==> config.mk <==
export PLATFORM = sky130hd
export DESIGN_NAME = axi4_lite_master
export DESIGN_NICKNAME = d
export VERILOG_FILES = /design/src/rtl/axi4_lite_master.sv
export SDC_FILE = /design/constraint.sdc
export NUM_CORES = 1
export LEC_CHECK = 0
export CAP_MARGIN = 10
export CORE_ASPECT_RATIO = 0.8
export CORE_MARGIN = 5
export CORE_UTILIZATION = 40
export DETAILED_ROUTE_END_ITERATION = 7
export PLACE_DENSITY = 0.81
export SLEW_MARGIN = 15
export SYNTH_ARGS = -nofsm -noshare
export SYNTH_HDL_FRONTEND = slang
export SYNTH_SLANG_ARGS = --single-unit
==> constraint.sdc <==
create_clock -name clk -period 5.14 [get_ports clk]
set_input_delay 0.514 -clock clk [delete_from_list [all_inputs] [get_ports clk]]
set_output_delay 0.514 -clock clk [all_outputs]
set_load 0.01 [all_outputs]
==> src/rtl/axi4_lite_master.sv <==
// AXI4-Lite initiator: turns single load/store requests from the core's
// memory port into one AXI4-Lite transaction at a time. Write requests
// drive AW/W/B, read requests drive AR/R. Completion comes back as a
// one-cycle resp_valid pulse carrying the error flag and, for reads, the data.
module axi4_lite_master #(
  parameter int ADDR_WIDTH = 32,
  parameter int DATA_WIDTH = 32
) (
  input  logic                  clk,
  input  logic                  rst,

  // requester side
  input  logic                  req_write,
  input  logic                  req_read,
  input  logic [ADDR_WIDTH-1:0] req_addr,
  input  logic [DATA_WIDTH-1:0] req_wdata,
  input  logic [3:0]            req_wstrb,
  output logic                  req_ready,
  output logic                  resp_valid,
  output logic [DATA_WIDTH-1:0] resp_rdata,
  output logic                  resp_err,

  // write address channel
  output logic [ADDR_WIDTH-1:0] M_AXI_AWADDR,
  output logic                  M_AXI_AWVALID,
  input  logic                  M_AXI_AWREADY,

  // write data channel
  output logic [DATA_WIDTH-1:0] M_AXI_WDATA,
  output logic [3:0]            M_AXI_WSTRB,
  output logic                  M_AXI_WVALID,
  input  logic                  M_AXI_WREADY,

  // write response channel
  input  logic [1:0]            M_AXI_BRESP,
  input  logic                  M_AXI_BVALID,
  output logic                  M_AXI_BREADY,

  // read address channel
  output logic [ADDR_WIDTH-1:0] M_AXI_ARADDR,
  output logic                  M_AXI_ARVALID,
  input  logic                  M_AXI_ARREADY,

  // read data channel
  input  logic [DATA_WIDTH-1:0] M_AXI_RDATA,
  input  logic [1:0]            M_AXI_RRESP,
  input  logic                  M_AXI_RVALID,
  output logic                  M_AXI_RREADY
);

  typedef enum logic [2:0] {
    IDLE,
    WR_ADDR_DATA,
    WR_RESP,
    RD_ADDR,
    RD_DATA
  } state_e;

  state_e                state_q, state_d;

  logic [ADDR_WIDTH-1:0] awaddr_q, awaddr_d;
  logic                  awvalid_q, awvalid_d;
  logic [DATA_WIDTH-1:0] wdata_q, wdata_d;
  logic [3:0]            wstrb_q, wstrb_d;
  logic                  wvalid_q, wvalid_d;
  logic [ADDR_WIDTH-1:0] araddr_q, araddr_d;
  logic                  arvalid_q, arvalid_d;
  logic                  resp_valid_q, resp_valid_d;
  logic [DATA_WIDTH-1:0] resp_rdata_q, resp_rdata_d;
  logic                  resp_err_q, resp_err_d;

  // AW and W may finish in either order; a channel counts as done once its
  // valid has already dropped or its handshake happens on the coming edge.
  logic                  aw_done;
  logic                  w_done;

  // Only bit 1 of a response (SLVERR/DECERR) matters to the requester.
  logic                  unused_resp_lsb;
  assign unused_resp_lsb = M_AXI_BRESP[0] ^ M_AXI_RRESP[0];

  // State register and all registered outputs; reset aborts any transaction.
  always_ff @(posedge clk or negedge rst) begin
    if (!rst) begin
      state_q      <= IDLE;
      awaddr_q     <= '0;
      awvalid_q    <= 1'b0;
      wdata_q      <= '0;
      wstrb_q      <= '0;
      wvalid_q     <= 1'b0;
      araddr_q     <= '0;
      arvalid_q    <= 1'b0;
      resp_valid_q <= 1'b0;
      resp_rdata_q <= '0;
      resp_err_q   <= 1'b0;
    end else begin
      state_q      <= state_d;
      awaddr_q     <= awaddr_d;
      awvalid_q    <= awvalid_d;
      wdata_q      <= wdata_d;
      wstrb_q      <= wstrb_d;
      wvalid_q     <= wvalid_d;
      araddr_q     <= araddr_d;
      arvalid_q    <= arvalid_d;
      resp_valid_q <= resp_valid_d;
      resp_rdata_q <= resp_rdata_d;
      resp_err_q   <= resp_err_d;
    end
  end

  // Next-state and next-output logic; payloads hold unless a new request lands.
  always_comb begin
    state_d      = state_q;
    awaddr_d     = awaddr_q;
    awvalid_d    = awvalid_q;
    wdata_d      = wdata_q;
    wstrb_d      = wstrb_q;
    wvalid_d     = wvalid_q;
    araddr_d     = araddr_q;
    arvalid_d    = arvalid_q;
    resp_valid_d = 1'b0;
    resp_rdata_d = resp_rdata_q;
    resp_err_d   = resp_err_q;
    aw_done      = 1'b0;
    w_done       = 1'b0;

    case (state_q)
      IDLE: begin
        // A store wins over a load; the load waits for req_ready again.
        if (req_write) begin
          awaddr_d  = req_addr;
          wdata_d   = req_wdata;
          wstrb_d   = req_wstrb;
          awvalid_d = 1'b1;
          wvalid_d  = 1'b1;
          state_d   = WR_ADDR_DATA;
        end else if (req_read) begin
          araddr_d  = req_addr;
          arvalid_d = 1'b1;
          state_d   = RD_ADDR;
        end
      end

      WR_ADDR_DATA: begin
        aw_done = !awvalid_q || M_AXI_AWREADY;
        w_done  = !wvalid_q  || M_AXI_WREADY;
        if (awvalid_q && M_AXI_AWREADY) begin
          awvalid_d = 1'b0;
        end
        if (wvalid_q && M_AXI_WREADY) begin
          wvalid_d = 1'b0;
        end
        if (aw_done && w_done) begin
          state_d = WR_RESP;
        end
      end

      WR_RESP: begin
        if (M_AXI_BVALID) begin
          resp_err_d   = M_AXI_BRESP[1];
          resp_valid_d = 1'b1;
          state_d      = IDLE;
        end
      end

      RD_ADDR: begin
        if (M_AXI_ARREADY) begin
          arvalid_d = 1'b0;
          state_d   = RD_DATA;
        end
      end

      RD_DATA: begin
        if (M_AXI_RVALID) begin
          resp_rdata_d = M_AXI_RDATA;
          resp_err_d   = M_AXI_RRESP[1];
          resp_valid_d = 1'b1;
          state_d      = IDLE;
        end
      end

      default: begin
        state_d = IDLE;
      end
    endcase
  end

  // Ready strobes toward requester and slaves come straight from the state.
  assign req_ready     = (state_q == IDLE);
  assign M_AXI_BREADY  = (state_q == WR_RESP);
  assign M_AXI_RREADY  = (state_q == RD_DATA);

  assign M_AXI_AWADDR  = awaddr_q;
  assign M_AXI_AWVALID = awvalid_q;
  assign M_AXI_WDATA   = wdata_q;
  assign M_AXI_WSTRB   = wstrb_q;
  assign M_AXI_WVALID  = wvalid_q;
  assign M_AXI_ARADDR  = araddr_q;
  assign M_AXI_ARVALID = arvalid_q;
  assign resp_valid    = resp_valid_q;
  assign resp_rdata    = resp_rdata_q;
  assign resp_err      = resp_err_q;

endmodule

==> impl_metrics.env, run 1 <==
export IMPL_reg2reg_slack_ns=2.84
export IMPL_finalNetCount=690
export IMPL_ios=253
export IMPL_setup_viol=0
export IMPL_finClkSkew_ns=0.00835
export IMPL_synth_area_leader_cell="dfrtp_1"
export IMPL_period_share_pct=47.0
export IMPL_layout_drive_gt1_share_pct=29.2
export IMPL_cts_buffer_depth=2
export IMPL_yosysTopAreaCellShare_pct=64.1
export IMPL_vias=3666
export IMPL_yosys_top_cells_area="dfrtp_1, mux2_2, mux2_4, buf_4, buf_6"
export IMPL_cts_hold_buf=0
export IMPL_crit_reg2reg_launch="state_q[0]"
export IMPL_critPathMaxFanout=11
export IMPL_tns_ns=0
export IMPL_max_cap_violations=0
export IMPL_start_util_pct=40.6
export IMPL_synth_cell_types=29
export IMPL_ys_seq_elements=140
export IMPL_cts_sinks=140
export IMPL_endpoint="M_AXI_RREADY"
export IMPL_setup_slack_ns=2.73
export IMPL_antennaDiodeCount=0
export IMPL_power_density_nw_per_um2=645
export IMPL_mostFrequentLayoutCell="clkdlybuf4s50_1"
export IMPL_h_tree_depth=4
export IMPL_cts_tree="built"
export IMPL_cts_buffers=17
export IMPL_grt_pass1_wl_um=22700
export IMPL_rsz0062_at_grt="no"
export IMPL_grt_use_total_pct=18.1
export IMPL_run_status="complete, no violations"
export IMPL_critPathLaunchType="register"
export IMPL_avgSynthCellArea_um2=16.9
export IMPL_vias_per_cell=4.77
export IMPL_dp_final_hpwl_um=10400
export IMPL_final_cell_mix="clkdlybuf4s50_1, dfrtp_1, mux2_2"
export IMPL_yosysSeqAreaShare_pct=64.1
export IMPL_postCtsSetupRepairBufs=0
export IMPL_required_ns=4.63
export IMPL_tightest_slew_ns=1.05
export IMPL_die_y_um=115
export IMPL_post_drt_wl_per_cell_um=18.6
export IMPL_rr_worst_depth=3
export IMPL_drv_slew=0
export IMPL_fp_dieW_um=141
export IMPL_syn_instance_count=323
export IMPL_max_vdd_ir_drop_mv=0.367
export IMPL_core_um2=13500
export IMPL_rows=38
export IMPL_fmax_mhz=414
export IMPL_p_leak_nw=3.64
export IMPL_antenna_found_initial=0
export IMPL_clk_pin_slew_worst_paths_ns=0.06
export IMPL_wirelength_um=14300
export IMPL_io_buffers=250
export IMPL_cp_end_kind="primary output"
export IMPL_period_needed_ns=2.41
export IMPL_critPathArrivalTime_ns=1.90
export IMPL_drcViolationCount=0
export IMPL_drt_iter0_drc=117
export IMPL_synth_warnings=0
export IMPL_grt_pass1_vias=4157
export IMPL_cts_resized_gates=0
export IMPL_reg2reg_to="M_AXI_ARADDR[20]"
export IMPL_dieArea_um2=16100
export IMPL_cp_startpoint="state_q[0]"
export IMPL_cts_root_buf="clkbuf_16"
export IMPL_ant_nets=0
export IMPL_worst_setup_path_type="reg -> out"
export IMPL_clk_latency_ns=0.41
export IMPL_min_delay_path_class="in -> async"
export IMPL_synth_area_um2=5470
export IMPL_hold_viol=0
export IMPL_synth_nets=436
export IMPL_maxSlewHeadroom_pct=29.8
export IMPL_grt_overflow=0
export IMPL_area_growth_pct=57.8
export IMPL_grt_max_degree=74
export IMPL_dpl_worst_slack_ns=2.57
export IMPL_first_pass_iters=4
export IMPL_gp_congestion=0.803
## registers in the layout (all words and copies together), names as in the netlist
signal	count
M_AXI_ARADDR	32
M_AXI_AWVALID	1
M_AXI_WDATA	32
resp_valid	1
resp_err	1
M_AXI_AWADDR	32
resp_rdata	32
M_AXI_WVALID	1
M_AXI_ARVALID	1
state_q	3
M_AXI_WSTRB	4
## power breakdown
| group | internal [mW] | leakage [nW] | switching, mW | total [mW] |
|---|---|---|---|---|
| logic | 1.55 | 1.68 | 0.871 | 2.42 |
| registers | 1.65 | 1.68 | 0.321 | 1.97 |
| clock network | 0.712 | 0.281 | 0.453 | 1.17 |
## cells in the mapped netlist
cell / number
a21boi_0: 1
a21oi_1: 5
a221oi_1: 1
a31oi_1: 1
and2_1: 2
and3_1: 1
buf_12: 1
buf_2: 3
buf_4: 6
buf_6: 4
buf_8: 2
clkbuf_1: 1
dfrtp_1: 140
inv_1: 6
mux2_1: 1
mux2_2: 114
mux2_4: 20
nand3_2: 1
nand3b_1: 2
nand4_1: 1
nor2_1: 1
nor3_4: 1
nor3b_2: 1
o2111a_1: 1
o21ai_0: 1
o21bai_1: 2
o221ai_1: 1
o41ai_1: 1
or3_1: 1
## metal layers
metal / vias up / part of all wire, % / global-route usage [%]
met1: 1825 / 39 / 20.8
met3: 26 / 9.3 / 7.43
met5: - / 0 / 0
li1: 1655 / - / -
met4: 0 / 2.1 / 7.23
met2: 160 / 49 / 30.3
## cells by family (layout without fill, tap and decap cells)
kind of cell	after synthesis	in the layout	share of synthesized area (%)
compound gates	14	14	1.76
buf+inv	23	289	3.32
flops	140	140	64.1
mux	135	135	29.2
simple gates	11	11	1.63
## area by class of cell
| class | count | area, um^2 |
|---|---|---|
| sequential | 140 | 3500 |
| tap | 180 | 225 |
| fill | 993 | 4830 |
| timing repair buffer | 252 | 2520 |
| clock buffer | 21 | 480 |
| inverter | 6 | 22.5 |
| multi-input combinational | 160 | 1780 |
| clock inverter | 10 | 91.3 |
## worst min path at each step
stage / to / slack (ns) / startpoint / cells past startpoint
6_report: M_AXI_ARADDR[24] / 0.09 / rst / 1
5_1_grt: M_AXI_AWADDR[24] / 0.14 / rst / 1
4_1_cts: M_AXI_AWADDR[24] / 0.11 / rst / 1
3_5_place_dp: resp_rdata[6] / 0.48 / resp_rdata[6] / 1
3_3_place_gp: resp_rdata[6] / 0.47 / resp_rdata[6] / 1
2_1_floorplan: M_AXI_ARADDR[0] / 0.22 / rst / 0
## worst max-delay path: stages (launching register included)
cell	delay, ns
dfrtp_1	0.53
nor3b_2	0.36
clkdlybuf4s50_1	0.60
## stage by stage
step           power (mW)  cells  util, %  hold WS [ns]  instance area (um^2)
6_report             5.56    769     64.1        0.0950                  8620
3_3_place_gp         4.35    738     59.8         0.471                  8050
3_5_place_dp         4.44    738     59.8         0.476                  8050
5_1_grt              5.86    769     64.1         0.140                  8620
2_1_floorplan        3.04    323        -         0.218                  5470
4_1_cts              5.64    769     64.1         0.115                  8620
No activity file was read; power rests on OpenSTA's default activity.
==> run 2: changes to the inputs <==
==> constraint.sdc (replaced) <==
create_clock -name clk -period 2.31 [get_ports clk]
set_input_delay 0.231 -clock clk [delete_from_list [all_inputs] [get_ports clk]]
set_output_delay 0.231 -clock clk [all_outputs]
set_load 0.01 [all_outputs]
==> run 2 against run 1 <==
Flip-flop and latch count unchanged. Via count decreased by 0.25%. Clock skew about the same. Combinational power increased by 130%. Sequential share of layout area decreased by 0.80 points. Count of clock-buffer cells in the layout decreased by 1. Clock power increased by 150%. Largest power group unchanged. Critical path type unchanged. Sequential power increased by 120%. First-iteration DRC count decreased by 28%.
==> impl_metrics.env, run 2 (synthesized netlist as in run 1, its figures left out) <==
export IMPL_cts_sinks=140
export IMPL_clk_pin_slew_worst_paths_ns=0.05
export IMPL_rows=38
export IMPL_wirelength_um=14400
export IMPL_drcViolationCount=0
export IMPL_mostFrequentLayoutCell="clkdlybuf4s50_1"
export IMPL_grt_max_degree=59
export IMPL_fp_dieW_um=141
export IMPL_core_um2=13500
export IMPL_final_cell_mix="clkdlybuf4s50_1, dfrtp_1, mux2_2"
export IMPL_clk_latency_ns=0.41
export IMPL_multi_input_area_um2=1780
export IMPL_cts_hold_buf=1
export IMPL_min_delay_path_class="in -> async"
export IMPL_cts_root_buf="clkbuf_16"
export IMPL_m1WireLength_um=5800
export IMPL_io_buffers=250
export IMPL_maxSlewHeadroom_pct=64.8
export IMPL_grt_pass1_vias=4220
export IMPL_met3_length_um=1290
export IMPL_crit_reg2reg_launch="state_q[1]"
export IMPL_required_ns=2.08
export IMPL_ios=253
export IMPL_vias=3657
export IMPL_period_share_pct=91.9
export IMPL_gp_congestion=0.794
export IMPL_finClkSkew_ns=0.00839
export IMPL_post_drt_wl_per_cell_um=18.6
export IMPL_power_density_nw_per_um2=1450
export IMPL_num_fill_cells=967
export IMPL_layout_drive_gt1_share_pct=29.9
export IMPL_top_layer="met4"
export IMPL_max_vdd_ir_drop_mv=0.906
export IMPL_setup_slack_ns=0.187
export IMPL_dpl_worst_slack_ns=0.377
export IMPL_p_leak_nw=3.73
export IMPL_reg2reg_slack_ns=0.37
export IMPL_drt_iter0_drc=84
export IMPL_cts_tree="built"
export IMPL_hold_viol=0
export IMPL_grt_use_total_pct=18.5
export IMPL_postCtsSetupRepairBufs=0
export IMPL_antenna_found_initial=0
export IMPL_cp_end_kind="primary output"
export IMPL_utilization_pct=65.4
export IMPL_fmax_mhz=471
export IMPL_antennaDiodeCount=0
export IMPL_max_cap_violations=0
export IMPL_critPathArrivalTime_ns=1.89
export IMPL_cts_buffers=17
export IMPL_run_status="complete, no violations"
export IMPL_wl_met2_um=7210
export IMPL_ant_nets=0
export IMPL_grt_pass1_wl_um=23000
export IMPL_cts_resized_gates=0
export IMPL_cp_startpoint="state_q[0]"
export IMPL_die_y_um=115
export IMPL_setup_viol=0
export IMPL_start_util_pct=40.6
export IMPL_h_tree_depth=4
export IMPL_dieArea_um2=16100
export IMPL_cts_buffer_depth=2
export IMPL_dp_final_hpwl_um=11100
export IMPL_grt_overflow=0
export IMPL_critPathMaxFanout=11
export IMPL_tns_ns=0
export IMPL_first_pass_iters=3
export IMPL_period_needed_ns=2.12
export IMPL_drv_slew=0
export IMPL_vias_per_cell=4.71
export IMPL_rsz0062_at_grt="no"
export IMPL_critPathLaunchType="register"
export IMPL_tightest_slew_ns=0.528
export IMPL_seqCellArea_um2=3500
export IMPL_worst_setup_path_type="reg -> out"
export IMPL_area_growth_pct=61.0
export IMPL_finalNetCount=696
-- run 2: cell count changes in the layout (fill, tap and decap cells not counted), sizes merged --
cell,before,now
clkbuf,21,20
clkinv,7,8
buf,3,8
bufinv,1,4
clkinvlp,2,0
dlygate4sd3,0,1
-- run 2: worst paths after layout --
path	endpoint	depth (start not counted)
setup / recovery	M_AXI_RREADY	2
hold / removal	M_AXI_ARADDR[29]	2
setup reg to reg	M_AXI_WDATA[19]	4
hold reg to reg	resp_rdata[6]	1
max in group asynchronous	M_AXI_WSTRB[0]	3
min in group clk	M_AXI_WDATA[20]	2
-- run 2: critical path, cell delays in order (launching register included) --
cell and delay (ns):
dfrtp_1 0.53, nor3b_2 0.36, clkdlybuf4s50_1 0.60
-- run 2: layer usage --
layer	global-route usage [%]	vias up
li1	-	1667
met1	21.3	1827
met2	31.6	151
met5	0	-
met4	4.52	0
met3	8.48	12
-- run 2: where the power goes --
group / total, mW / switching, mW / internal (mW)
combinational: 5.47 / 1.97 / 3.50
sequential: 4.39 / 0.713 / 3.68
clock: 2.87 / 0.981 / 1.88
total: 12.7 / 3.66 / 9.07
-- run 2: layout make-up --
type,instances,area share [%]
inverter,6,0.256
sequential,140,39.8
tap,180,2.56
clock buffer,20,5.31
clock inverter,12,1.91
multi-input combinational,160,20.3
timing repair buffer,258,29.9
-- run 2: per-stage QoR --
stage	hold slack [ns]	instance area [um^2]	cells	total power, mW
floorplan	-0.0646	5470	323	6.76
global placement	0.224	8150	743	9.73
detailed placement	0.230	8150	743	9.96
CTS	0.357	8800	776	12.9
global route	0.403	8800	776	13.4
finish	0.350	8800	776	12.7
